File: config.mk
export PLATFORM = sky130hd
export DESIGN_NAME = mesi_snoop_bus_flat
export DESIGN_NICKNAME = d
export VERILOG_FILES = /design/src/rtl/mesi_snoop_bus_if.sv /design/src/rtl/mesi_snoop_bus.sv /design/src/flat_wrapper.sv
export SDC_FILE = /design/constraint.sdc
export NUM_CORES = 1
export LEC_CHECK = 0
export CORE_UTILIZATION = 38
export CTS_CLUSTER_DIAMETER = 40
export DETAILED_ROUTE_END_ITERATION = 8
export GPL_ROUTABILITY_DRIVEN = 0
export PLACE_DENSITY = 0.81
export SLEW_MARGIN = 10
export SYNTH_ARGS = -nofsm -noshare
export SYNTH_HDL_FRONTEND = slang
export SYNTH_SLANG_ARGS = --single-unit
File: constraint.sdc
create_clock -name clk -period 1.9 [get_ports clk]
set_input_delay 0.38 -clock clk [delete_from_list [all_inputs] [get_ports clk]]
set_output_delay 0.38 -clock clk [all_outputs]
set_load 0.01 [all_outputs]
File: src/rtl/mesi_snoop_bus_if.sv
// Bus-side signal bundle for the MESI snooping bus arbiter.
// master: the arbiter/sequencer. slave: the caches and the memory port.
interface mesi_snoop_bus_if #(
  parameter int NCACHE = 4,
  parameter int ADDR_W = 32
);
  localparam int IDX_W = $clog2(NCACHE);

  logic [NCACHE-1:0]        req_valid;
  logic [2*NCACHE-1:0]      req_cmd;
  logic [ADDR_W*NCACHE-1:0] req_addr;
  logic [NCACHE-1:0]        grant;
  logic                     bus_valid;
  logic [1:0]               bus_cmd;
  logic [ADDR_W-1:0]        bus_addr;
  logic [IDX_W-1:0]         bus_src;
  logic [NCACHE-1:0]        snoop_hit;
  logic [NCACHE-1:0]        snoop_dirty;
  logic [NCACHE-1:0]        flush_done;
  logic                     mem_req;
  logic                     mem_we;
  logic                     mem_ready;
  logic [NCACHE-1:0]        done;
  logic                     done_shared;
  logic                     err;

  modport master (
    input  req_valid, req_cmd, req_addr, snoop_hit, snoop_dirty, flush_done, mem_ready,
    output grant, bus_valid, bus_cmd, bus_addr, bus_src, mem_req, mem_we, done, done_shared, err
  );

  modport slave (
    output req_valid, req_cmd, req_addr, snoop_hit, snoop_dirty, flush_done, mem_ready,
    input  grant, bus_valid, bus_cmd, bus_addr, bus_src, mem_req, mem_we, done, done_shared, err
  );
endinterface

File: src/rtl/mesi_snoop_bus.sv
// Shared snooping bus: round-robin arbitration over cache requests, one broadcast
// transaction at a time, snoop reply collection, dirty-owner writeback sequencing
// and the memory access, ending in a one-hot done pulse with a shared flag.
module mesi_snoop_bus #(
  parameter int NCACHE    = 4,
  parameter int ADDR_W    = 32,
  parameter int SNOOP_LAT = 2
) (
  input logic              clk,
  input logic              rst,
  mesi_snoop_bus_if.master bus
);
  localparam int IDX_W = $clog2(NCACHE);
  localparam int CNT_W = $clog2(SNOOP_LAT + 1);
  // BCAST is the first snoop-window cycle, so SNOOP holds SNOOP_LAT-1 cycles.
  localparam logic [CNT_W-1:0] CNT_LAST = CNT_W'((SNOOP_LAT >= 2) ? SNOOP_LAT - 2 : 0);
  localparam logic [1:0] CMD_INV = 2'b10;
  localparam logic [1:0] CMD_WB  = 2'b11;

  typedef enum logic [2:0] {S_IDLE, S_BCAST, S_SNOOP, S_WAITWB, S_MEM, S_DONE} state_t;

  state_t              r_state, w_next;
  logic [NCACHE-1:0]   r_grant;
  logic [IDX_W-1:0]    r_src, r_rr_ptr, r_dirty_idx;
  logic [1:0]          r_cmd;
  logic [ADDR_W-1:0]   r_addr;
  logic [CNT_W-1:0]    r_cnt;
  logic                r_shared, r_err;

  logic                w_found;
  logic [IDX_W-1:0]    w_sel;
  logic [1:0]          w_sel_cmd;
  logic [ADDR_W-1:0]   w_sel_addr;
  logic [NCACHE-1:0]   w_hit_m, w_dirty_m;
  logic [IDX_W-1:0]    w_dirty_idx;
  logic                w_any_dirty, w_multi_dirty, w_snoop_go;

  // Round-robin pick: first requester at or after the pointer, wrapping.
  always_comb begin
    w_found = 1'b0;
    w_sel   = '0;
    for (int k = 0; k < NCACHE; k++) begin
      if (!w_found && bus.req_valid[(int'(r_rr_ptr) + k) % NCACHE]) begin
        w_found = 1'b1;
        w_sel   = IDX_W'((int'(r_rr_ptr) + k) % NCACHE);
      end
    end
  end

  assign w_sel_cmd  = bus.req_cmd[int'(w_sel)*2 +: 2];
  assign w_sel_addr = bus.req_addr[int'(w_sel)*ADDR_W +: ADDR_W];

  // The owner never snoops its own transaction.
  assign w_hit_m       = bus.snoop_hit   & ~r_grant;
  assign w_dirty_m     = bus.snoop_dirty & ~r_grant;
  assign w_any_dirty   = |w_dirty_m;
  assign w_multi_dirty = |(w_dirty_m & (w_dirty_m - NCACHE'(1)));
  // With a one-cycle window the snoop is sampled during BCAST itself.
  assign w_snoop_go    = (r_state == S_SNOOP && r_cnt == CNT_LAST) ||
                         (SNOOP_LAT == 1 && r_state == S_BCAST && r_cmd != CMD_WB);

  // Lowest-index dirty holder is the one that gets to flush.
  always_comb begin
    w_dirty_idx = '0;
    for (int k = NCACHE - 1; k >= 0; k--) begin
      if (w_dirty_m[k]) w_dirty_idx = IDX_W'(k);
    end
  end

  // State register; reset aborts any transaction without a done pulse.
  always_ff @(posedge clk or posedge rst) begin
    if (rst) r_state <= S_IDLE;
    else     r_state <= w_next;
  end

  // Next-state decode and the state-derived strobes.
  always_comb begin
    w_next          = r_state;
    bus.bus_valid   = 1'b0;
    bus.mem_req     = 1'b0;
    bus.mem_we      = 1'b0;
    bus.done        = '0;
    bus.done_shared = 1'b0;
    case (r_state)
      S_IDLE:   if (w_found) w_next = S_BCAST;
      S_BCAST: begin
        bus.bus_valid = 1'b1;
        w_next        = (r_cmd == CMD_WB) ? S_MEM : S_SNOOP;
      end
      S_SNOOP:  w_next = S_SNOOP;
      S_WAITWB: if (bus.flush_done[r_dirty_idx]) w_next = (r_cmd == CMD_INV) ? S_DONE : S_MEM;
      S_MEM: begin
        bus.mem_req = 1'b1;
        bus.mem_we  = (r_cmd == CMD_WB);
        if (bus.mem_ready) w_next = S_DONE;
      end
      S_DONE: begin
        bus.done        = r_grant;
        bus.done_shared = r_shared;
        w_next          = S_IDLE;
      end
      default:  w_next = S_IDLE;
    endcase
    if (w_snoop_go) w_next = w_any_dirty ? S_WAITWB : ((r_cmd == CMD_INV) ? S_DONE : S_MEM);
  end

  // Transaction capture at grant time and round-robin pointer advance at completion.
  always_ff @(posedge clk or posedge rst) begin
    if (rst) begin
      r_grant  <= '0;
      r_src    <= '0;
      r_cmd    <= '0;
      r_addr   <= '0;
      r_rr_ptr <= '0;
    end else if (r_state == S_IDLE && w_found) begin
      r_grant <= NCACHE'(1) << w_sel;
      r_src   <= w_sel;
      r_cmd   <= w_sel_cmd;
      r_addr  <= w_sel_addr;
    end else if (r_state == S_DONE) begin
      r_grant  <= '0;
      r_rr_ptr <= (r_src == IDX_W'(NCACHE - 1)) ? '0 : r_src + IDX_W'(1);
    end
  end

  // Snoop window counter and latched snoop results; err is sticky until reset.
  always_ff @(posedge clk or posedge rst) begin
    if (rst) begin
      r_cnt       <= '0;
      r_shared    <= 1'b0;
      r_dirty_idx <= '0;
      r_err       <= 1'b0;
    end else begin
      if (r_state == S_IDLE && w_found) begin
        r_cnt    <= '0;
        r_shared <= 1'b0;
      end else if (r_state == S_SNOOP) begin
        r_cnt <= r_cnt + CNT_W'(1);
      end
      if (w_snoop_go) begin
        r_shared    <= |w_hit_m;
        r_dirty_idx <= w_dirty_idx;
        if (w_multi_dirty) r_err <= 1'b1;
      end
    end
  end

  assign bus.grant    = r_grant;
  assign bus.bus_src  = r_src;
  assign bus.bus_cmd  = r_cmd;
  assign bus.bus_addr = r_addr;
  assign bus.err      = r_err;
endmodule

File: src/flat_wrapper.sv
// flat-port wrapper written by rule: the top's interface ports become plain ports
module mesi_snoop_bus_flat 
#(
  parameter int NCACHE    = 4,
  parameter int ADDR_W    = 32,
  parameter int SNOOP_LAT = 2
)
  (clk, rst, bus_req_valid, bus_req_cmd, bus_req_addr, bus_snoop_hit, bus_snoop_dirty, bus_flush_done, bus_mem_ready, bus_grant, bus_bus_valid, bus_bus_cmd, bus_bus_addr, bus_bus_src, bus_mem_req, bus_mem_we, bus_done, bus_done_shared, bus_err);
  mesi_snoop_bus_if #(.NCACHE(NCACHE), .ADDR_W(ADDR_W)) bus_i ();
  input logic clk;
  input logic rst;
  input wire logic [$bits(bus_i.req_valid)-1:0] bus_req_valid;
  input wire logic [$bits(bus_i.req_cmd)-1:0] bus_req_cmd;
  input wire logic [$bits(bus_i.req_addr)-1:0] bus_req_addr;
  input wire logic [$bits(bus_i.snoop_hit)-1:0] bus_snoop_hit;
  input wire logic [$bits(bus_i.snoop_dirty)-1:0] bus_snoop_dirty;
  input wire logic [$bits(bus_i.flush_done)-1:0] bus_flush_done;
  input wire logic [$bits(bus_i.mem_ready)-1:0] bus_mem_ready;
  output wire logic [$bits(bus_i.grant)-1:0] bus_grant;
  output wire logic [$bits(bus_i.bus_valid)-1:0] bus_bus_valid;
  output wire logic [$bits(bus_i.bus_cmd)-1:0] bus_bus_cmd;
  output wire logic [$bits(bus_i.bus_addr)-1:0] bus_bus_addr;
  output wire logic [$bits(bus_i.bus_src)-1:0] bus_bus_src;
  output wire logic [$bits(bus_i.mem_req)-1:0] bus_mem_req;
  output wire logic [$bits(bus_i.mem_we)-1:0] bus_mem_we;
  output wire logic [$bits(bus_i.done)-1:0] bus_done;
  output wire logic [$bits(bus_i.done_shared)-1:0] bus_done_shared;
  output wire logic [$bits(bus_i.err)-1:0] bus_err;
  assign bus_i.req_valid = bus_req_valid;
  assign bus_i.req_cmd = bus_req_cmd;
  assign bus_i.req_addr = bus_req_addr;
  assign bus_i.snoop_hit = bus_snoop_hit;
  assign bus_i.snoop_dirty = bus_snoop_dirty;
  assign bus_i.flush_done = bus_flush_done;
  assign bus_i.mem_ready = bus_mem_ready;
  assign bus_grant = bus_i.grant;
  assign bus_bus_valid = bus_i.bus_valid;
  assign bus_bus_cmd = bus_i.bus_cmd;
  assign bus_bus_addr = bus_i.bus_addr;
  assign bus_bus_src = bus_i.bus_src;
  assign bus_mem_req = bus_i.mem_req;
  assign bus_mem_we = bus_i.mem_we;
  assign bus_done = bus_i.done;
  assign bus_done_shared = bus_i.done_shared;
  assign bus_err = bus_i.err;
  mesi_snoop_bus #(.NCACHE(NCACHE), .ADDR_W(ADDR_W), .SNOOP_LAT(SNOOP_LAT)) u_core (.clk(clk), .rst(rst), .bus(bus_i));
endmodule
==> summary.txt <==
Logic synthesis
  • Area leader, netlist: dfrtp_1
  • Distinct cells, synth: 43
  • Top_reg_cell synth: dfrtp_1
  • Ys Warns: 0
  • Sequential share of the synthesized area: 37.5%
  • Post-synthesis instance area: 3400 µm²
  • Post-synthesis mux area share: 21.3%
  • Share of the synthesized area in the top cell type: 37.5%
  • Mapped Nets: 476
  • Synth Area in Simple Gates: 13.9%
  • Mapped Cells: 319
  • Mean post-synth cell area: 10.7 µm²
  • Asr flop ratio synth: 100%
  • Ranking of synthesized cells by area: dfrtp_1 (38%), mux2i_1 (20%), o221ai_2 (13%), nand2_1 (5.6%), buf_12 (1.8%)
  • Synth Area in Adders: 0.736%
  • Largest family of logic cells by synthesized area: multiplexers
  • #FFs+latches synth: 51
  • Xor/xnor cell area share of the yosys netlist: 0%
  • Synth Area in Compound Gates: 19.6%
  • EDFF count, synth: 0

Flow run
  • Max cap viols: 0

Timing
  • Tcrit/Tclk final: 95.4%
  • Fmax: 552 MHz
  • Final hold vios: 0
  • Hold WS: 382 ps
  • Final number of setup-violating endpoints: 0
  • Pins Over Slew Limit: 0
  • Setup Skew: 10.3 ps
  • Final min period: 1810 ps
  • RSZ-0062 raised after global routing: no
  • Worst slew margin: 72.0%
  • Worst slew pin tran: 420 ps

Pwr
  • Clock group share of total power: 8.0%
  • Lkg Pwr: 2.62 nW
  • Switching power: 0.00309 W
  • P_int: 0.00485 W
  • Pwr per Cell Area: 1310 nW/µm²
  • Peak supply drop: 0.558 mV
  • Sw frac: 39.0%
  • Gate power share: 66.5%
  • Reg power frac: 25.4%

Hold path
  • Worst hold path class: input port to asynchronous set/reset pin

Drt
  • WL/cell: 16.9 µm
  • Initial drt markers: 87
  • Vias: 3519
  • Vias per cell: 5.36
  • Final antenna-violating net count: 0
  • DRC: 0
  • DRT Wirelength: 11100 µm
  • First drt pass iteration count: 6

Setup path
  • Critical path class: input port to flip-flop
  • Worst-path maximum fanout: 5
  • Worst path required time: 2090 ps
  • Worst endpoint data arrival time: 2000 ps
  • Worst path cell trace: dlygate4sd2_1, nor2b_2, nor2_2, a2bb2oi_4, buf_12, bufbuf_16, buf_4, mux2i_2, o221ai_2
  • Max incr delay on CP: 270 ps
  • Crit. End Element: flip-flop
  • Setup crit start kind: input port
  • Critical-path top delay cell: dlygate4sd2_1

Clock network
  • Clock Tree Root: clkbuf_8
  • Cts bufs inserted: 5
  • CTS tree: done
  • H-tree levels: 2
  • Latest clock arrival within the worst-skew pair: 300 ps
  • Clock sink count: 51
  • Hold_buf cts: 0
  • Max Buffers Root-to-Sink: 2
  • Clk slew on worst S/H paths: 100 ps

Cells and area
  • Synth-to-layout area growth: 77.6%
  • Final non-filler cell total: 657
  • Sequential cell area: 1280 µm²
  • Fillers: 675
  • Area of the multi-input gates: 1960 µm²
  • Fin util: 69.6%
  • N_diodes: 0
  • Layout cell share with drive strength beyond 1: 19.3%
  • Final #Nets: 706

Placed design
  • Port Buffers: 203
  • Hpwl dp: 8760 µm
  • Placed Cells: 643

Die
  • Core area: 8680 µm²
  • DIE WIDTH: 96.6 µm
  • # rows: 34
  • Initial core utilization: 39.2%
  • Die Ht: 96.6 µm
  • I/O pin cnt: 204
  • Die area: 9340 µm²

Global routing
  • Vias in the first global route: 3759
  • Total GRT Usage: 23.5%
  • Global-route wire length before repair: 17800 µm
  • Initial antenna violation count: 0
  • Largest net degree at the start of global routing: 23
  • GRT overflow: 0

Status
  • Outcome: finished clean
## sequential cells by signal, summed over array words and instances, names as in the netlist
name / count
u_core.bus.bus_addr: 32
u_core.bus.grant: 4
u_core.r_state: 3
u_core.bus.bus_cmd: 2
u_core.bus.bus_src: 2
u_core.r_cnt: 2
u_core.r_dirty_idx: 2
u_core.r_rr_ptr: 2
u_core.bus.err: 1
u_core.r_shared: 1
## repair_timing
action,CTS,global route
pin swaps,3,2
setup buffers,5,0
cloned,2,0
gates resized for setup,29,7
setup endpoints to repair,41,5
## metal layers
layer	GRT usage, %	vias to the layer above	wire length (µm)
met5	0	-	0
met4	7.92	0	316
met3	5.56	25	778
met2	42.4	168	5660
met1	27.3	1694	4350
li1	-	1632	-
## cells by family (layout without fill, tap and decap cells)
logic type / after synthesis / after routing
AOI/OAI and AO/OA: 62 / 62
DFF: 51 / 51
buffers and inverters: 35 / 265
adders and majority gates: 2 / 2
and+or+nand+nor: 98 / 98
muxes: 71 / 71
## power groups by stage
stage	clock network [W]	logic (W)	registers [W]
6_report	0.000636	0.00528	0.00202
3_3_place_gp	0	0.00488	0.00201
2_1_floorplan	0	0.00269	0.00212
3_5_place_dp	0	0.00503	0.00202
4_1_cts	0.000636	0.00530	0.00202
5_1_grt	0.000677	0.00569	0.00208
## Yosys cell counts (2+ instances only)
cell,number
buf_12,3
nor3_1,3
o21ai_0,8
nand2_1,51
nor2b_1,9
dfrtp_1,51
o221ai_1,5
o221ai_2,29
o31ai_1,4
inv_1,10
buf_2,10
buf_4,5
nor2_1,16
and3_1,4
nand2b_1,4
buf_6,2
a21oi_1,4
ha_1,2
clkbuf_1,3
a32o_1,2
nand3_1,4
mux2i_1,69
## worst paths after layout
check                                                   start                                  end  slack, ps  cells after the start
min in group clk                u_core.r_state[2]$_DFFE_PP0P_        u_core.r_state[1]$_DFFE_PP0P_        450                      1
max in group asynchronous                                 rst   u_core.bus.bus_addr[2]$_DFFE_PP0P_        940                      3
worst min register to register  u_core.r_state[2]$_DFFE_PP0P_        u_core.r_state[1]$_DFFE_PP0P_        450                      1
worst max-delay path                         bus_req_valid[0]  u_core.bus.bus_addr[15]$_DFFE_PP0P_         90                      9
worst max register to register  u_core.r_state[1]$_DFFE_PP0P_        u_core.r_state[1]$_DFFE_PP0P_         90                      7
worst min-delay path                                      rst  u_core.bus.bus_addr[31]$_DFFE_PP0P_        380                      2
## through the flow
| stage | TNS (ps) | power, W | instance area, µm² | setup WS (ps) |
|---|---|---|---|---|
| detailed placement | -14000 | 0.00705 | 5790 | -441 |
| CTS | 0 | 0.00795 | 6020 | 28.9 |
| floorplan | 0 | 0.00481 | 3400 | 194 |
| finish | 0 | 0.00794 | 6040 | 87.3 |
| global placement | -11270 | 0.00689 | 5790 | -385 |
| global route | 0 | 0.00844 | 6040 | 12.6 |
## cells in the final DEF, fill, tap and decap left out, drive strengths merged, types with 3 or more instances in the layout
master	n
nor2	16
o221ai	34
inv	11
nand2b	5
o31ai	4
dlygate4sd2	10
and3	4
clkdlybuf4s50	191
nor3	3
buf	44
mux2i	69
dfrtp	51
clkbuf	6
nand2	51
o21ai	9
a21oi	4
nor2b	9
nand3	4
## critical path: cells and delay by family
kind / cells / cell delay, ps
AO/OA/AOI/OAI: 2 / 280
buffers and inverters: 4 / 790
multiplexers: 1 / 220
AND/OR/NAND/NOR: 2 / 320
## final cells by class
| cell class | instances | area share (%) |
|---|---|---|
| clock inverters | 1 | 0.0829 |
| flip-flops and latches | 51 | 21.1 |
| repair buffers | 247 | 42.0 |
| clock buffers | 6 | 1.37 |
| well taps | 108 | 2.24 |
| multi-input cells | 233 | 32.5 |
| inverters | 11 | 0.684 |
Power figures use the tool's default switching activity.
